`src/rtl/mulberry_div_slave.sv`:
```
// ---------------------------------------------------------------------------
// mulberry_pkg
//   Shared mulberry bus identifiers: master IDs (mid_t) carried on request and
//   response tags, and slave IDs (sid_t) used by masters to address a slave.
//
// mulberry_div_slave
//   Sequential restoring unsigned divider sitting on the mulberry bus div_mp
//   modport. A request carries {dividend, divisor}; the response carries
//   {quotient, remainder}, tagged with the requesting master's MID. One
//   quotient bit is produced per clock.
//
//   Ports:
//     clk_ir        in   clock
//     rst_il        in   asynchronous active-low reset
//     div_busy      out  high while dividing or presenting a response
//     div_req_data  in   [P_BUS_DATA_W-1:P_OPND_W] dividend, [P_OPND_W-1:0] divisor
//     div_req_mid   in   requesting master, MID_IDLE = no request
//     div_rsp_data  out  [P_BUS_DATA_W-1:P_OPND_W] quotient, [P_OPND_W-1:0] remainder
//     div_rsp_mid   out  response tag, non-idle for one cycle per result
//
//   P_BUS_DATA_W must be even (and at least 4); operands are half its width.
// ---------------------------------------------------------------------------
package mulberry_pkg;

    typedef enum logic [2:0] {
        MID_IDLE     = 3'd0,
        MID_CPU      = 3'd1,
        MID_GPU_CORE = 3'd2,
        MID_GPU_LB   = 3'd3,
        MID_DMA      = 3'd4
    } mid_t;

    typedef enum logic [1:0] {
        SID_MEM = 2'd0,
        SID_DIV = 2'd1,
        SID_IO  = 2'd2
    } sid_t;

endpackage

module mulberry_div_slave
    import mulberry_pkg::*;
#(
    parameter int P_BUS_DATA_W = 32
) (
    input  logic                    clk_ir,
    input  logic                    rst_il,
    output logic                    div_busy,
    input  logic [P_BUS_DATA_W-1:0] div_req_data,
    input  mid_t                    div_req_mid,
    output logic [P_BUS_DATA_W-1:0] div_rsp_data,
    output mid_t                    div_rsp_mid
);

    localparam int P_OPND_W = P_BUS_DATA_W / 2;
    localparam int CNT_W    = (P_OPND_W > 1) ? $clog2(P_OPND_W) : 1;

    typedef enum logic [1:0] {
        ST_IDLE = 2'd0,
        ST_CALC = 2'd1,
        ST_RSP  = 2'd2
    } state_t;

    // One restoring step. Returns {next_remainder, quotient_bit}.
    // The remainder carries one extra bit so the shifted value never overflows
    // before the compare.
    function automatic logic [P_OPND_W+1:0] div_step(
        input logic [P_OPND_W:0]   rem,
        input logic                msb,
        input logic [P_OPND_W-1:0] dvs
    );
        logic [P_OPND_W:0] shifted;
        logic [P_OPND_W:0] dvs_ext;
        shifted = {rem[P_OPND_W-1:0], msb};
        dvs_ext = {1'b0, dvs};
        if (shifted >= dvs_ext) begin
            div_step = {shifted - dvs_ext, 1'b1};
        end else begin
            div_step = {shifted, 1'b0};
        end
    endfunction

    state_t              state;
    logic [CNT_W-1:0]    iter_cnt;
    // Dividend register doubles as the quotient register: dividend bits shift
    // out of the top while quotient bits shift in at the bottom.
    logic [P_OPND_W-1:0] dvd_q;
    logic [P_OPND_W-1:0] dvs_q;
    logic [P_OPND_W:0]   rem_q;
    mid_t                mid_q;
    logic [P_OPND_W+1:0] step;

    always_comb begin
        step = div_step(rem_q, dvd_q[P_OPND_W-1], dvs_q);
    end

    always_ff @(posedge clk_ir or negedge rst_il) begin
        if (!rst_il) begin
            state        <= ST_IDLE;
            iter_cnt     <= '0;
            dvd_q        <= '0;
            dvs_q        <= '0;
            rem_q        <= '0;
            mid_q        <= MID_IDLE;
            div_busy     <= 1'b0;
            div_rsp_data <= '0;
            div_rsp_mid  <= MID_IDLE;
        end else begin
            // The tag is a single-cycle pulse; data is left holding.
            div_rsp_mid <= MID_IDLE;

            case (state)
                // Accept stage: requests are only looked at here, so anything
                // arriving during CALC/RSP is simply dropped.
                ST_IDLE: begin
                    div_busy <= 1'b0;
                    if (div_req_mid != MID_IDLE) begin
                        dvd_q    <= div_req_data[P_BUS_DATA_W-1:P_OPND_W];
                        dvs_q    <= div_req_data[P_OPND_W-1:0];
                        mid_q    <= div_req_mid;
                        rem_q    <= '0;
                        iter_cnt <= CNT_W'(P_OPND_W - 1);
                        div_busy <= 1'b1;
                        state    <= ST_CALC;
                    end
                end

                // Iteration stage: one quotient bit per cycle. A zero divisor
                // is not special-cased; the compare always succeeds, giving an
                // all-ones quotient and the dividend as remainder.
                ST_CALC: begin
                    div_busy <= 1'b1;
                    dvd_q    <= {dvd_q[P_OPND_W-2:0], step[0]};
                    rem_q    <= step[P_OPND_W+1:1];
                    if (iter_cnt == '0) begin
                        state <= ST_RSP;
                    end else begin
                        iter_cnt <= iter_cnt - 1'b1;
                    end
                end

                // Response stage: busy stays up through the cycle the result
                // is presented, then drops in IDLE unless a new request lands.
                ST_RSP: begin
                    div_busy     <= 1'b1;
                    div_rsp_mid  <= mid_q;
                    div_rsp_data <= {dvd_q, rem_q[P_OPND_W-1:0]};
                    state        <= ST_IDLE;
                end

                default: begin
                    state <= ST_IDLE;
                end
            endcase
        end
    end

endmodule
```
`config.mk`:
```
export PLATFORM = sky130hd
export DESIGN_NAME = mulberry_div_slave
export DESIGN_NICKNAME = d
export VERILOG_FILES = /design/src/rtl/mulberry_div_slave.sv
export SDC_FILE = /design/constraint.sdc
export NUM_CORES = 1
export LEC_CHECK = 0
export CAP_MARGIN = 10
export CELL_PAD_IN_SITES_DETAIL_PLACEMENT = 0
export CELL_PAD_IN_SITES_GLOBAL_PLACEMENT = 1
export CORE_ASPECT_RATIO = 0.9
export CORE_MARGIN = 3
export CORE_UTILIZATION = 40
export DETAILED_ROUTE_END_ITERATION = 7
export PLACE_DENSITY_LB_ADDON = 0.05
export SYNTH_ARGS = -nofsm -noshare
export SYNTH_HDL_FRONTEND = slang
export SYNTH_SLANG_ARGS = --single-unit
```
`constraint.sdc`:
```
create_clock -name clk_ir -period 4.05 [get_ports clk_ir]
set_input_delay 0.81 -clock clk_ir [delete_from_list [all_inputs] [get_ports clk_ir]]
set_output_delay 0.81 -clock clk_ir [all_outputs]
set_load 0.05 [all_outputs]
```
# Word level (Yosys, flattened, before mapping)
# Cells that the tools add are included.
# totals
reg_bits	93
in_bits	37
output_inout_bits	36
elab_cells	41
# op_classes
add_sub_neg	2
magnitude_cmp	1
n_eq_ne	5
muxes	14
n_reduce_logical	10
# ops
cell	count
one-hot mux 16 bit (2 select lines)	2
2-to-1 mux 16 bit	2
>= comparator 17 x 16 -> 1 bit	1
2-to-1 mux 17 bit	1
subtractor 16 bit	1
2-to-1 mux 4 bit	2
one-hot mux 4 bit (2 select lines)	1
!= test 2 bit, second input constant	3
AND reduction 2 bit	3
logical NOT 4 bit	1
2-to-1 mux 2 bit	2
one-hot mux 2 bit (2 select lines)	1
nonzero test 2 bit	2
subtractor 4 x 1 -> 4 bit, second input constant	1
2-to-1 mux 3 bit	1
AND reduction 3 bit	1
nonzero test 3 bit	1
== test 2 x 1 -> 1 bit, second input constant	1
== test 2 bit, second input constant	1
logical NOT 2 bit	1
one-hot mux 1 bit (2 select lines)	1
OR reduction 2 bit	1
2-to-1 mux 1 bit	1

# Logic depth before layout (Yosys ltp)
# logic_depth
depth_word	3
mapped_depth	11
mapped_depth_nobuf	10

# Least setup slack after synthesis
# No wires, ideal clock.
# synth_timing
path_type	reg2reg
start	register rem_q[7]
end	register dvd_q[0]
setup_ns	0.129
t_arrival_ns	2.182
t_required_ns	3.921
slack_ns	1.739
path_stages_with_launch	11
path_buffers	2
synth_period_minus_slack_ns	2.311
cell_sequence	dfrtp_1 ha_1 buf_6 a21o_1 a31o_1 a211o_1 a211oi_4 buf_6 nor2_1 a21oi_2 o21ai_1
# synth_via
elab_chain_cells	3
# synth_rtl
item	line	text
from (decl)	89	logic [P_OPND_W:0] rem_q;
from (signal assigned)	134	rem_q <= step[P_OPND_W+1:1];
>= comparator 17 x 16 -> 1 bit	76	if (shifted >= dvs_ext) begin
2-to-1 mux 17 bit	76	
one-hot mux 16 bit (2 select lines)	112	case (state)
to (signal assigned)	118	dvd_q <= div_req_data[P_BUS_DATA_W-1:P_OPND_W];
to (signal assigned)	133	dvd_q <= {dvd_q[P_OPND_W-2:0], step[0]};
to (decl)	87	logic [P_OPND_W-1:0] dvd_q;
# No other way between the ends.
# A chain may end at the register's enable or synchronous reset.

# Final worst setup path
# layout_timing
start	register rem_q[7]
end	register rem_q[5]
# layout_via
elab_chain_cells	3
# layout_rtl
item	line
>= comparator 17 x 16 -> 1 bit	76
2-to-1 mux 17 bit	76
one-hot mux 16 bit (2 select lines)	112
# No other way between the ends.

==> flow_summary.yaml <==
timing:
  max_freq_mhz: 352
  slew_headroom_pct: 50.7
  rsz0062_at_grt: "no"
  setup_viol: 0
  min_period_over_period_pct: 70.2
  clock_skew_ns: 0.00778
  worstMarginPinSlew_ns: 0.739
  maxSlewViolCount: 0
  hold_violations: 0
  tns_ns: 0
  finalWorstPathRequiredPeriod_ns: 2.84
setup_path:
  cpPeakStageDelay_ns: 0.57
  end_kind: "flip-flop"
  path_class: "reg2reg"
  worstSetupStartpointType: "flip-flop"
  cp_data_required_time_ns: 4.27
  cp_slowest_cell: "a211oi_4"
  crit_fanout: 14
  rrSetupSlack_ns: 1.21
  cp.arrival_ns: 3.06
  path_cells: "ha_1 -> a21o_1 -> a31o_1 -> a211o_1 -> a211oi_4 -> buf_4 -> nor2_1 -> a21oi_1 -> o21ai_1"
yosys:
  postSynth.asyncResetShare_pct: 100
  ys.flop_type: "dfrtp_1"
  syn-num-nets: 509
  synth_top_area_share_pct: 48.7
  synth_seq_cells: 93
  synthesis.yosys.warnings: 0
  synth-compound-area-share_pct: 15.5
  synth.mux.area_fraction_pct: 14.7
  syn_area_mm2: 0.00478
  synth_edf_count: 0
  synthAdderAreaFrac_pct: 6.18
  synth_top_area_cell: "dfrtp_1"
  ys_top_cells_by_area: "dfrtp_1 49%, mux2_2 11%, ha_1 5.8%, mux2i_1 3.4%, o21ai_0 3.4%"
  ys_types: 44
  synth_top_family_by_area: "compound AO/OA/AOI/OAI gates"
  syn-instance-count: 449
  synthSimpleGateAreaFrac_pct: 8.14
  synth_xor_area_share_pct: 2.20
  synth_area_per_cell_um2: 10.6
  ys_seq_area_share_pct: 48.7
placed_design:
  place.gp.congestion: 0.823
  dp.final_hpwl_mm: 7.92
  io_buffers: 72
global_routing:
  grt_pass1_wl_mm: 18.4
  grt_max_degree: 60
  first_global_vias: 3611
  antenna_found_initial: 0
  grt_usage_pct: 17.5
  overflow: 0
status:
  status: "finished clean"
cts:
  clk_pin_slew_worst_paths_ns: 0.06
  cts_tree: "yes"
  clkSinkCount: 93
  clk_latency_ns: 0.35
  cts_made_buffers: 9
  post_cts_resize_count: 0
  cts_setup_buffers: 0
  cts-root-buf: "clkbuf_16"
  cts_max_level: 3
  cts_buffer_depth: 2
  postCtsHoldBufs: 0
drt:
  drtIter0Drc: 188
  wl_per_cell_um: 16.0
  wirelength_mm: 10.8
  viasPerCell: 5.20
  via_count: 3531
  drc: 0
  antenna_left: 0
  dr.pass1.iters: 4
floorplan:
  rows: 37
  start_util_pct: 41.3
  ios: 73
  fp.coreArea_mm2: 0.0116
  die_h_um: 110
  die_width_um: 121
  die_area_mm2: 0.0133
final_layout:
  drive_gt1_share_pct: 15.3
  area_growth_pct: 25.1
  fin_util_pct: 51.7
  nFillCells: 1049
  multi_input_area_mm2: 0.00224
  antennaDiodeCount: 0
  finalNetCount: 578
  seq_area_mm2: 0.00233
power:
  powerDensity_mw_per_mm2: 721
  leakage_nw: 2.71
  p_total_mw: 4.31
  peakVddDrop_v: 0.000351
hold_path:
  hp-class: "reg2reg"
flow_run:
  maxCapViolCount: 0
[worst paths after layout]
path / start / to / cells past startpoint
setup / recovery: rem_q[7]$_DFFE_PN0P_ / rem_q[5]$_DFFE_PN0P_ / 9
hold / removal: mid_q[0]$_DFFE_PN0P_ / mid_q[0]$_DFFE_PN0P_ / 2
setup reg to reg: rem_q[7]$_DFFE_PN0P_ / rem_q[5]$_DFFE_PN0P_ / 9
hold reg to reg: mid_q[0]$_DFFE_PN0P_ / mid_q[0]$_DFFE_PN0P_ / 2
max in group asynchronous: rst_il / div_rsp_data[16]$_DFFE_PN0N_ / 2
min in group asynchronous: rst_il / dvs_q[7]$_DFFE_PN0P_ / 1
[state kept, by name, summed over array words and instances (netlist names), 2 cells and up]
signal        count
mid_q             3
iter_cnt          4
div_rsp_data     32
rem_q            16
dvd_q            16
dvs_q            16
state             2
div_rsp_mid       3
[report_power, final]
group          leakage, nW  internal, mW  total, mW  switching [mW]
Combinational         1.40         0.813       1.98            1.17
Sequential            1.15          1.21       1.42           0.209
Clock                0.156         0.544      0.909           0.365
[through the flow]
step	worst slack [ns]	std cells	cell area (µm²)	hold WS, ns
final	1.21	679	5980	0.482
after global placement	1.17	663	5650	0.460
after CTS	1.22	679	5980	0.483
after global routing	1.05	679	5980	0.522
after floorplan	1.74	449	4780	0.437
after detailed placement	1.16	663	5650	0.466
[kinds of logic after synthesis]
| kind of cell | Yosys count |
|---|---|
| muxes | 64 |
| adders and majority gates | 23 |
| buffers and inverters | 52 |
| and+or+nand+nor | 88 |
| DFF | 93 |
| AOI/OAI and AO/OA | 117 |
| xor gates and xnor gates | 12 |
[synthesized netlist by cell type (3+ instances only)]
cell type and number:
a211o_1 4, a32oi_1 11, xnor2_1 3, nand2_1 39
inv_1 30, a21o_1 8, nand3_1 4, ha_1 22
a21oi_1 29, buf_6 3, and2_1 5, nor3_1 4
nand4_1 5, o21ai_0 32, a31oi_1 4, mux2i_1 16
xor2_1 9, clkbuf_1 15, nor2_1 23, a21oi_2 3
dfrtp_1 93, o21ai_1 9, o211ai_1 3, buf_2 4
mux2_2 48
[per-layer routing]
| layer | wire length, µm | up-vias | track usage, % |
|---|---|---|---|
| met1 | 5060 | 1727 | 23.1 |
| met3 | 618 | 6 | 5.76 |
| met2 | 5070 | 77 | 28.6 |
| met4 | 86 | 0 | 3.60 |
| li1 | - | 1721 | - |
| met5 | 0 | - | 0 |
[cell type report]
cell class	count	share of cell area, %
clock inverter	7	1.65
clock buffer	9	3.77
sequential	93	38.9
inverter	30	1.88
timing repair buffer	80	13.0
tap	156	3.26
multi-input combinational	304	37.5
[layout by cell type, fill, tap and decap left out, drive strengths merged, types with 2 or more instances in the layout]
cell type,instances
clkinv,3
nor3,4
xnor2,3
clkdlybuf4s50,71
a211oi,3
and2,5
o211ai,3
mux2,48
mux2i,16
inv,31
xor2,9
clkbuf,9
nor2,23
dfrtp,93
a31o,2
ha,22
a22o,2
a31oi,4
buf,9
nand2,39
nand3,4
nand2b,2
or3,2
o21ai,41
nand4,5
bufinv,2
a211o,4
a21o,8
a32oi,11
a21oi,32
[worst max-delay path: cells and delay by family, from the launching register on]
kind | cells | cell delay [ns]
buf+inv | 1 | 0.32
compound gates | 6 | 1.51
simple gates | 1 | 0.07
flops | 1 | 0.42
fa+ha+maj | 1 | 0.39
No activity file was read; power rests on OpenSTA's default activity.
